### src/rtl/font_rom_arbiter_pkg.sv
// Shared constants for the text-overlay font ROM arbiter: colours, overlay slots
// and the font ROM address width.
package font_rom_arbiter_pkg;

  localparam int FONT_ADDR_W = 11;

  localparam logic [2:0] BLACK     = 3'b000;
  localparam logic [2:0] BLUE      = 3'b001;
  localparam logic [2:0] GREEN     = 3'b010;
  localparam logic [2:0] LIGHTBLUE = 3'b011;
  localparam logic [2:0] RED       = 3'b100;
  localparam logic [2:0] PINK      = 3'b101;
  localparam logic [2:0] YELLOW    = 3'b110;
  localparam logic [2:0] WHITE     = 3'b111;

  // Requester slots in priority order; lower index wins.
  localparam int OVL_START = 0;
  localparam int OVL_TURN  = 1;
  localparam int OVL_SCORE = 2;
  localparam int OVL_END   = 3;

endpackage

### src/rtl/font_rom_arbiter_prio.sv
// Fixed-priority encoder: lowest set index wins, plus any/multi flags.
module font_req_prio #(
  parameter int NREQ = 4,
  parameter int IDW  = (NREQ > 1) ? $clog2(NREQ) : 1
) (
  input  logic [NREQ-1:0] live_i,
  output logic [IDW-1:0]  winner_o,
  output logic            any_o,
  output logic            multi_o
);

  always_comb begin
    winner_o = '0;
    for (int i = NREQ - 1; i >= 0; i--) begin
      if (live_i[i]) winner_o = IDW'(i);
    end
    any_o   = |live_i;
    // Clearing the lowest set bit leaves something only if two or more were set.
    multi_o = |(live_i & (live_i - NREQ'(1)));
  end

endmodule

### src/rtl/font_rom_arbiter.sv
// Two-stage font ROM arbiter: stage A picks a requester and addresses the ROM,
// stage B turns the returned font row into the registered pixel.
module font_rom_arbiter
  import font_rom_arbiter_pkg::*;
#(
  parameter int NREQ   = 4,
  parameter int ADDR_W = FONT_ADDR_W,
  parameter int DATA_W = 8,
  parameter int IDW    = (NREQ > 1) ? $clog2(NREQ) : 1
) (
  input  logic                   clk,
  input  logic                   reset,
  input  logic                   pixel_tick,
  input  logic [NREQ-1:0]        req_on,
  input  logic [NREQ*ADDR_W-1:0] req_addr,
  input  logic [NREQ*3-1:0]      req_bit,
  input  logic [NREQ*3-1:0]      req_color,
  input  logic                   mask_we,
  input  logic [NREQ-1:0]        mask_in,
  output logic [ADDR_W-1:0]      rom_addr,
  input  logic [DATA_W-1:0]      rom_data,
  output logic                   text_on,
  output logic [2:0]             text_rgb,
  output logic [IDW-1:0]         grant_id,
  output logic [7:0]             conflict_cnt
);

  logic [NREQ-1:0]   mask_q, mask_d;
  logic [ADDR_W-1:0] rom_addr_q, rom_addr_d;
  logic [2:0]        bit_q, bit_d;
  logic [2:0]        color_q, color_d;
  logic              on_q, on_d;
  logic [IDW-1:0]    id_q, id_d;
  logic              valid_a_q, valid_a_d;
  logic              text_on_q, text_on_d;
  logic [2:0]        text_rgb_q, text_rgb_d;
  logic [IDW-1:0]    grant_id_q, grant_id_d;
  logic [7:0]        cnt_q, cnt_d;

  logic [NREQ-1:0] live;
  logic [IDW-1:0]  winner;
  logic            any_live;
  logic            multi_live;

  assign live = req_on & mask_q;

  font_req_prio #(.NREQ(NREQ), .IDW(IDW)) u_prio (
    .live_i   (live),
    .winner_o (winner),
    .any_o    (any_live),
    .multi_o  (multi_live)
  );

  always_comb begin
    mask_d     = mask_q;
    rom_addr_d = rom_addr_q;
    bit_d      = bit_q;
    color_d    = color_q;
    on_d       = on_q;
    id_d       = id_q;
    text_on_d  = text_on_q;
    text_rgb_d = text_rgb_q;
    grant_id_d = grant_id_q;
    cnt_d      = cnt_q;
    valid_a_d  = pixel_tick;

    if (pixel_tick) begin
      on_d = any_live;
      id_d = any_live ? winner : '0;
      // With nothing live the ROM address is left alone to avoid needless toggling.
      if (any_live) begin
        rom_addr_d = req_addr[int'(winner)*ADDR_W +: ADDR_W];
        bit_d      = req_bit[int'(winner)*3 +: 3];
        color_d    = req_color[int'(winner)*3 +: 3];
      end
      if (multi_live && cnt_q != 8'hFF) cnt_d = cnt_q + 8'd1;
    end

    // Stage B uses the stage A registers as they stood before this edge, so a
    // back-to-back tick still retires the older pixel here.
    if (valid_a_q) begin
      text_on_d  = on_q;
      grant_id_d = id_q;
      text_rgb_d = (on_q && rom_data[~bit_q]) ? color_q : BLACK;
    end

    if (mask_we) mask_d = mask_in;
  end

  always_ff @(posedge clk) begin
    if (reset) begin
      mask_q     <= '1;
      rom_addr_q <= '0;
      bit_q      <= '0;
      color_q    <= '0;
      on_q       <= 1'b0;
      id_q       <= '0;
      valid_a_q  <= 1'b0;
      text_on_q  <= 1'b0;
      text_rgb_q <= '0;
      grant_id_q <= '0;
      cnt_q      <= '0;
    end else begin
      mask_q     <= mask_d;
      rom_addr_q <= rom_addr_d;
      bit_q      <= bit_d;
      color_q    <= color_d;
      on_q       <= on_d;
      id_q       <= id_d;
      valid_a_q  <= valid_a_d;
      text_on_q  <= text_on_d;
      text_rgb_q <= text_rgb_d;
      grant_id_q <= grant_id_d;
      cnt_q      <= cnt_d;
    end
  end

  assign rom_addr     = rom_addr_q;
  assign text_on      = text_on_q;
  assign text_rgb     = text_rgb_q;
  assign grant_id     = grant_id_q;
  assign conflict_cnt = cnt_q;

endmodule

### config.mk
export PLATFORM = sky130hd
export DESIGN_NAME = font_rom_arbiter
export DESIGN_NICKNAME = d
export VERILOG_FILES = /design/src/rtl/font_rom_arbiter_pkg.sv /design/src/rtl/font_rom_arbiter_prio.sv /design/src/rtl/font_rom_arbiter.sv
export SDC_FILE = /design/constraint.sdc
export NUM_CORES = 1
export LEC_CHECK = 0
export ABC_AREA = 0
export ABC_CLOCK_PERIOD_IN_PS = 4100
export BUFFER_PORTS_ARGS = -buffer_cell sky130_fd_sc_hd__buf_2
export CORE_AREA = 3 3 80 82
export DETAILED_ROUTE_END_ITERATION = 16
export DIE_AREA = 0 0 83 85
export GPL_TIMING_DRIVEN = 0
export PLACE_DENSITY_LB_ADDON = 0.25
export SYNTH_ARGS = -nofsm -noshare
export SYNTH_HDL_FRONTEND = slang
export SYNTH_SLANG_ARGS = --single-unit
### constraint.sdc
create_clock -name clk -period 4.1 [get_ports clk]
set_clock_uncertainty 0.2 [all_clocks]
set_input_delay 0.41 -clock clk [delete_from_list [all_inputs] [get_ports clk]]
set_output_delay 0.41 -clock clk [all_outputs]
set_load 0.1 [all_outputs]
==> summary.txt, run 1 <==
CTS
  • H-tree level count: 2
  • Clk Tree Root Cell: clkbuf_8
  • CTS clk-pin slew, worst paths: 0.08 ns
  • CTS Hold Bufs: 0
  • CTS tree: built
  • Clk sinks: 39
  • Clock Tree Buf Depth: 2
  • Setup bufs post-CTS: 0
  • PostCTS Resize Cnt: 0
  • Num CTS Buffers: 5
  • Insertion delay to the later sink of the worst-skew pair: 0.29 ns

STA
  • Final period utilization: 48.1%
  • Max Clk Rate: 507 MHz
  • Relative slew slack: 66.5%
  • Slew Limit Fails: 0
  • Fin crit period: 1.97 ns
  • Final worst setup slack: 2.13 ns
  • Setup TNS Final: 0 ns
  • Worst-Margin Slew: 0.505 ns
  • Hold Fails Final Rpt: 0
  • Final setup violation count: 0
  • RSZ-0062 raised after global routing: false

Critical path
  • Crit start category: flop
  • CP Capture Type: flop
  • CP max stage delay: 0.47 ns
  • Ordered list of cells on the worst path: nand2_1 > a32oi_4 > buf_6 > nor2_1 > o41ai_2
  • Critical Path RT: 4.08 ns
  • Worst setup path class: reg -> reg
  • Family with the most delay on the worst path: compound AO/OA/AOI/OAI gates
  • Worst EP arrival: 1.96 ns
  • Critical-path maximum fanout: 10
  • Slowest CP cell: a32oi_4
  • Worst Path Buf+Inv: 1

Yosys
  • Ys flop type: dfxtp_1
  • Area leader, netlist: dfxtp_1
  • Asr flop ratio synth: 0%
  • Synth Cell Area: 2020 um^2
  • Top cell type's share of synthesized area: 38.6%
  • Post-synth EDFFs: 0
  • #FFs+latches synth: 39
  • Register area share after synthesis: 38.6%
  • Synth Warn #: 0
  • Syn nets: 313
  • Netlist cell types: 39
  • Ranking of synthesized cells by area: dfxtp_1, o41ai_2, nor2_1
  • Syn_area_per_cell: 9.02 um^2
  • Cells after Synth: 224

Pwr
  • Cell Pwr Density: 371 nW/um^2
  • Clk pwr share: 32.4%
  • Share of power burned in registers: 40.5%
  • Combinational share of power: 27.1%
  • Leakage power: 0.00130 uW
  • Net load switching power: 343 uW
  • Int Power: 691 uW
  • Switching Share: 33.2%
  • VDD IR-drop max: 170 uV

Routing
  • Routed vias/inst: 5.21
  • Vias: 2177
  • Final WL: 6.20 mm
  • Initial DRC Count: 103
  • DR pass1 iterations: 4
  • Remaining DRCs: 0
  • Routed Antenna Nets: 0
  • WL per Instance: 14.8 um

GRT
  • Gr usage total: 17.8%
  • First-pass GRT wire length: 10.1 mm
  • Pin count of the biggest net entering global routing: 13
  • Vias in the first global route: 2060
  • GRT overflow: 0
  • Initial antenna violation count: 0

Final layout
  • Layout cells sized above 1: 43.1%
  • Most frequent cells in the layout: buf_2, nor2_1, dfxtp_1
  • Final net count: 431
  • Most common cell after layout, fill and taps aside: buf_2
  • Area growth, synth to finish: 38.0%
  • Diodes inserted: 0

Placed design
  • Pre-CTS WS: 1.98 ns
  • Buffers on Ports: 111
  • Placer Congestion: 0.806
  • DP HPWL: 4.87 mm

Die
  • Rows: 28
  • Die area: 7060 um^2
  • Core Box Area: 5820 um^2
  • I/O pins: 113
  • Die height: 85 um
  • Die W: 83 um
  • Starting Density: 34.7%

Worst hold path
  • HP Class: in -> reg

Run
  • Max_cap viols: 0

Outcome
  • Status: finished clean
-- flip-flops by register name, summed over array words and instances (netlist names) --
register / cells
rom_addr: 11
conflict_cnt: 8
mask_q: 4
bit_q: 3
color_q: 3
text_rgb: 3
grant_id: 2
id_q: 2
on_q: 1
text_on: 1
valid_a_q: 1
-- worst register-to-register path, delay by kind of cell (launching register included) --
kind	cells	cell delay, ns
AOI/OAI and AO/OA	2	0.79
and+or+nand+nor	2	0.27
buffers and inverters	1	0.21
DFF	1	0.39
-- path summary, 6_finish.rpt --
check                                               from                       end  slack (ns)  cells after the start
worst min-delay path                          mask_in[3]    mask_q[3]$_SDFFE_PP1P_        0.12                      2
worst max register to register    mask_q[3]$_SDFFE_PP1P_   color_q[1]$_SDFFE_PP0P_        2.13                      5
worst min register to register  rom_addr[7]$_SDFFE_PP0P_  rom_addr[7]$_SDFFE_PP0P_        0.25                      2
worst max-delay path              mask_q[3]$_SDFFE_PP1P_   color_q[1]$_SDFFE_PP0P_        2.13                      5
-- per-layer routing --
metal / GRT usage [%] / share of wire (%)
met4: 7.13 / 2.7
met2: 28.3 / 47
met3: 4.66 / 6.3
met1: 23.2 / 44
met5: 0 / 0
-- Yosys cell counts (5+ instances only) --
| cell | n |
|---|---|
| mux2i_1 | 5 |
| nand2b_1 | 5 |
| or3_1 | 5 |
| dfxtp_1 | 39 |
| o21ai_0 | 6 |
| nor2_1 | 41 |
| a21oi_1 | 9 |
| nand2_1 | 25 |
| a221oi_1 | 17 |
| o41ai_2 | 10 |
| o41ai_1 | 7 |
| nand3_1 | 7 |
| buf_2 | 5 |
-- power by group through the flow --
stage | Clock (uW) | Combinational, uW | Sequential [uW]
final | 335 | 280 | 419
after global routing | 365 | 302 | 423
after CTS | 345 | 282 | 419
after detailed placement | 0 | 281 | 427
after global placement | 0 | 278 | 427
after floorplan | 0 | 107 | 517
-- per-stage QoR --
| step | total power, uW | hold WS [ns] | area (um^2) | std cells | util (%) |
|---|---|---|---|---|---|
| 2_1_floorplan | 624 | 0.221 | 2020 | 224 | - |
| 3_3_place_gp | 705 | 0.231 | 2670 | 410 | 45.9 |
| 5_1_grt | 1090 | 0.113 | 2790 | 418 | 47.9 |
| 3_5_place_dp | 708 | 0.237 | 2670 | 410 | 45.9 |
| 4_1_cts | 1050 | 0.116 | 2790 | 418 | 47.9 |
| 6_report | 1030 | 0.124 | 2790 | 418 | 47.9 |
-- cell type report --
cell class | instances | area (um^2)
Fill cell | 602 | 3030
Inverter | 2 | 7.51
Sequential cell | 39 | 781
Clock buffer | 6 | 82.6
Buffer | 13 | 73.8
Timing Repair Buffer | 111 | 556
Tap cell | 75 | 93.8
Multi-Input combinational cell | 170 | 1160
Clock inverter | 2 | 35.0
-- cells by family (layout without fill, tap and decap cells) --
kind of cell             count (synthesis)  in the layout  synth area share, %
AND/OR/NAND/NOR                         99             99                 22.4
multiplexers                             7              7                 4.71
adder cells (fa/ha/maj)                  1              1                0.619
XOR/XNOR                                 1              1                0.434
flip-flops                              39             39                 38.6
buffers and inverters                   15            134                 4.02
AO/OA/AOI/OAI                           62             62                 29.2
Power figures use the tool's default switching activity.
==> inputs of run 2 (changes only) <==
--- a/config.mk
+++ b/config.mk
@@ -6,7 +6,7 @@
 export NUM_CORES = 1
 export LEC_CHECK = 0
 export ABC_AREA = 0
-export ABC_CLOCK_PERIOD_IN_PS = 4100
+export ABC_CLOCK_PERIOD_IN_PS = 1600
 export BUFFER_PORTS_ARGS = -buffer_cell sky130_fd_sc_hd__buf_2
 export CORE_AREA = 3 3 80 82
 export DETAILED_ROUTE_END_ITERATION = 16
==> constraint.sdc (replaced) <==
create_clock -name clk -period 1.6 [get_ports clk]
set_clock_uncertainty 0.2 [all_clocks]
set_input_delay 0.16 -clock clk [delete_from_list [all_inputs] [get_ports clk]]
set_output_delay 0.16 -clock clk [all_outputs]
set_load 0.1 [all_outputs]
==> summary.txt, run 2 (synthesized netlist as in run 1, its figures left out) <==
STA
  • Worst-Margin Slew: 0.593 ns
  • Final setup violation count: 6
  • Slew Limit Fails: 0
  • RSZ-0062 raised after global routing: true
  • Max Clk Rate: 617 MHz
  • Hold Fails Final Rpt: 0
  • Final Hold Slack: 0.00653 ns
  • Final period utilization: 101%
  • Fin crit period: 1.62 ns
  • Relative slew slack: 60.5%
  • Final worst setup slack: -0.0215 ns

Worst hold path
  • Hold Path Stages: 3
  • HP Class: in -> reg
  • Hold path startpoint: req_addr[3]

Critical path
  • Worst Path Buf+Inv: 1
  • Crit start category: flop
  • CP max stage delay: 0.38 ns
  • Levels on crit path: 5
  • Critical-path maximum fanout: 10
  • Worst setup path class: reg -> reg
  • Launch point of the worst reg-to-reg path: mask_q[3]$_SDFFE_PP1P_
  • Ordered list of cells on the worst path: nand2_4 > a32oi_4 > buf_6 > nor2_1 > o41ai_2
  • Family with the most delay on the worst path: compound AO/OA/AOI/OAI gates
  • CP startpoint: mask_q[3]$_SDFFE_PP1P_
  • Worst EP arrival: 1.62 ns
  • CP Capture Type: flop
  • Critical Path RT: 1.60 ns
  • R2R depth: 5
  • Slowest CP cell: dfxtp_4

CTS
  • CTS clk-pin slew, worst paths: 0.09 ns
  • Insertion delay to the later sink of the worst-skew pair: 0.30 ns
  • CTS tree: built
  • Clock Tree Buf Depth: 2
  • Clk Tree Root Cell: clkbuf_8
  • H-tree level count: 2
  • Num CTS Buffers: 5
  • Clk sinks: 39

Outcome
  • Failing checks: setup timing
  • Status: finished with violations

Final layout
  • Most common cell after layout, fill and taps aside: buf_2
  • Layout cells sized above 1: 52.5%
  • Diodes inserted: 0
  • Final Core Density: 59.4%
  • Most frequent cells in the layout: buf_2, nor2_1, dlygate4sd3_1
  • Area growth, synth to finish: 71.0%
  • Max FFs per register: 11
  • Design Area, Final: 3450 um^2
  • Final net count: 473
  • Fill cells: 545

Die
  • Die area: 7060 um^2
  • Die W: 83 um
  • Starting Density: 34.7%
  • Die height: 85 um
  • Core Box Area: 5820 um^2
  • Rows: 28
  • I/O pins: 113

Routing
  • Routed vias/inst: 5.19
  • Routed Antenna Nets: 0
  • WL per Instance: 15.0 um
  • DR pass1 iterations: 4
  • Vias: 2386
  • Initial DRC Count: 117
  • Final WL: 6.89 mm
  • Remaining DRCs: 0

Placed design
  • Placer Congestion: 0.827
  • Buffers on Ports: 111
  • Post-DP Area: 2740 um^2
  • DP HPWL: 4.81 mm
  • Pre-CTS WS: -0.303 ns

GRT
  • First-pass GRT wire length: 11.0 mm
  • Vias in the first global route: 2329
  • Initial antenna violation count: 0
  • Gr usage total: 19.1%
  • GRT overflow: 0
  • Pin count of the biggest net entering global routing: 18

Pwr
  • Cell Pwr Density: 820 nW/um^2
  • VDD IR-drop max: 474 uV
  • Leakage power: 0.00157 uW

Run
  • Max_cap viols: 0
-- run 2: through the flow --
stage               total power (uW)  TNS (ns)  std cells
CTS                             2820    -0.207        459
floorplan                       1600    -0.300        224
detailed placement              1820     -4.00        410
global route                    2960     -1.67        460
global placement                1810     -3.66        410
finish                          2830   -0.0773        460
-- run 2: final timing paths --
check | to | slack (ns)
setup / recovery | bit_q[1]$_SDFFE_PP0P_ | -0.02
setup reg to reg | bit_q[1]$_SDFFE_PP0P_ | -0.02
hold reg to reg | rom_addr[5]$_SDFFE_PP0P_ | 0.27
hold / removal | rom_addr[3]$_SDFFE_PP0P_ | 0.007
-- run 2: where the power goes --
part	switching, uW	internal (uW)	total, uW
logic	543	353	895
clock network	393	473	866
registers	49.1	1020	1070
total	985	1850	2830
-- run 2: final cells by class --
class | instances | area, um^2 | share of cell area (%)
well taps | 75 | 93.8 | 2.72
clock inverters | 3 | 47.5 | 1.38
multi-input cells | 170 | 1350 | 38.9
plain buffers | 12 | 93.8 | 2.72
inverters | 2 | 7.51 | 0.217
repair buffers | 154 | 973 | 28.2
flip-flops and latches | 39 | 825 | 23.9
clock buffers | 5 | 68.8 | 1.99
-- run 2: what timing repair did --
item | 4_1_cts | 5_1_grt
endpoints found under the hold margin | 18 | 1
endpoints found under the setup margin | 26 | 28
hold buffers | 31 | 1
setup buffers | 9 | 1
resized for setup | 32 | 17
pin swaps | 14 | 9
gates cloned | 2 | 0
-- run 2: metal layers --
metal	GRT usage, %	vias to the layer above	routed length [um]
met4	8.02	0	199
li1	-	1161	-
met2	31.5	86	3300
met5	0	-	0
met3	5.15	16	396
met1	23.7	1123	3000
-- run 2: tightest hold or removal path: stages --
cell     delay [ns]
buf_2          0.10
nor2_1         0.12
o41ai_2        0.09
==> inputs of run 3 (changes only) <==
--- a/config.mk
+++ b/config.mk
@@ -7,10 +7,10 @@
 export LEC_CHECK = 0
 export ABC_AREA = 0
 export ABC_CLOCK_PERIOD_IN_PS = 1600
-export BUFFER_PORTS_ARGS = -buffer_cell sky130_fd_sc_hd__buf_2
-export CORE_AREA = 3 3 80 82
+export CORE_AREA = 2 2 79 81
 export DETAILED_ROUTE_END_ITERATION = 16
-export DIE_AREA = 0 0 83 85
+export DIE_AREA = 0 0 81 83
+export DONT_BUFFER_PORTS = 1
 export GPL_TIMING_DRIVEN = 0
 export PLACE_DENSITY_LB_ADDON = 0.25
 export SYNTH_ARGS = -nofsm -noshare
==> summary.txt, run 3 (synthesized netlist as in run 1, its figures left out) <==
Outcome
  • Status: finished with violations
  • Failing checks: setup timing

Final layout
  • Most common cell after layout, fill and taps aside: dlygate4sd3_1
  • Max FFs per register: 11
  • Layout cells sized above 1: 39.4%
  • Non-Filler Instances: 388
  • Area growth, synth to finish: 68.1%
  • Final Core Density: 58.4%
  • Final net count: 400
  • Most frequent cells in the layout: dlygate4sd3_1, nor2_1, dfxtp_2

Die
  • Die height: 83 um
  • Starting Density: 34.7%
  • Die W: 81 um
  • Rows: 28
  • Die area: 6720 um^2
  • I/O pins: 113
  • Core Box Area: 5820 um^2

Placed design
  • Pre-CTS WS: -0.286 ns
  • Placer Congestion: 0.763
  • DP HPWL: 4.29 mm
  • Buffers on Ports: 0
  • DP Cell Count: 299

Critical path
  • CP Capture Type: flop
  • Worst Path Buf+Inv: 1
  • Critical-path maximum fanout: 10
  • CP max stage delay: 0.56 ns
  • Ordered list of cells on the worst path: and4_4 > nand4_1 > nand3_2 > buf_6 > mux2i_1 > nor2_1
  • Crit start category: flop
  • Family with the most delay on the worst path: simple AND/OR/NAND/NOR gates
  • CP startpoint: conflict_cnt[4]$_SDFFE_PP0P_
  • Worst EP arrival: 1.76 ns
  • Slowest CP cell: dfxtp_4
  • Worst setup path class: reg -> reg
  • Launch point of the worst reg-to-reg path: conflict_cnt[4]$_SDFFE_PP0P_
  • Critical Path RT: 1.57 ns

GRT
  • Vias in the first global route: 2255
  • Initial antenna violation count: 0
  • First-pass GRT wire length: 11.3 mm
  • Gr usage total: 21.7%
  • GRT overflow: 0
  • Pin count of the biggest net entering global routing: 18

STA
  • RSZ-0062 raised after global routing: true
  • Worst-Margin Slew: 0.591 ns
  • Relative slew slack: 60.6%
  • Setup TNS Final: -1.87 ns
  • Max Clk Rate: 558 MHz
  • Slew Limit Fails: 0
  • Fin crit period: 1.79 ns
  • Final period utilization: 112%
  • Final worst setup slack: -0.191 ns
  • Hold Fails Final Rpt: 0
  • Final setup violation count: 23

Routing
  • Routed Antenna Nets: 0
  • Final WL: 7.28 mm
  • Initial DRC Count: 128
  • Remaining DRCs: 0
  • WL per Instance: 18.8 um
  • Routed vias/inst: 5.63
  • DR pass1 iterations: 4
  • Vias: 2183

CTS
  • Insertion delay to the later sink of the worst-skew pair: 0.30 ns
  • Clk Tree Root Cell: clkbuf_8
  • Clk sinks: 39
  • Clock Tree Buf Depth: 2
  • Num CTS Buffers: 5
  • CTS tree: built
  • CTS clk-pin slew, worst paths: 0.09 ns
  • H-tree level count: 2

Pwr
  • Total power: 2810 uW
  • Cell Pwr Density: 827 nW/um^2
  • Leakage power: 0.00130 uW
  • VDD IR-drop max: 603 uV

Worst hold path
  • Hold path startpoint: req_on[3]
  • HP Class: in -> reg

Run
  • Max_cap viols: 0
-- run 3: cell count changes in the layout (fill, tap and decap cells not counted), sizes merged --
cell         delta
inv             -1
diode           +1
clkinv          +1
dlygate4sd3    +35
buf           -108
-- run 3: worst paths after layout --
path | to | slack (ns) | cells past startpoint
min reg2reg | id_q[1]$_SDFFE_PP0P_ | 0.28 | 2
min | id_q[0]$_SDFFE_PP0P_ | 0.007 | 4
max | conflict_cnt[1]$_SDFFE_PP0P_ | -0.19 | 6
max reg2reg | conflict_cnt[1]$_SDFFE_PP0P_ | -0.19 | 6
-- run 3: area by class of cell --
cell class / instances / area (um^2)
inverter: 2 / 7.51
timing repair buffer: 81 / 828
clock buffer: 5 / 68.8
buffer: 12 / 98.8
multi-input combinational: 170 / 1410
fill: 498 / 2420
clock inverter: 3 / 38.8
sequential: 39 / 846
antenna: 1 / 2.50
tap: 75 / 93.8
-- run 3: routing by layer --
layer  wire length [um]  GRT usage, %  vias to the layer above
li1                   -             -                     1022
met1               2980          25.8                     1034
met2               3540          34.7                      107
met3                554          6.74                       20
met4                211          10.5                        0
met5                  0             0                        -
-- run 3: through the flow --
stage,hold slack (ns),cell area (um^2)
after floorplan,0.0779,2090
after global placement,0.0798,2180
after detailed placement,0.0822,2180
after CTS,-0.0887,3210
after global routing,0.0112,3390
final,0.00660,3400
-- run 3: report_power, final --
part	internal, uW	switching [uW]	leakage [uW]
Clock	457	376	0.0000556
Combinational	355	295	0.000915
Sequential	1030	297	0.000333
-- run 3: worst reg2reg max path: stages (launching register included) --
cell	delay (ns)
dfxtp_4	0.56
and4_4	0.29
nand4_1	0.11
nand3_2	0.13
buf_6	0.14
mux2i_1	0.18
nor2_1	0.05
-- run 3: timing repair --
| item | 4_1_cts | 5_1_grt |
|---|---|---|
| setup buffers | 9 | 4 |
| setup endpoints to repair | 45 | 29 |
| hold buffers | 66 | 0 |
| pin swaps | 23 | 8 |
| resized for setup | 60 | 32 |
| cloned | 2 | 0 |
| endpoints found under the hold margin | 26 | 0 |
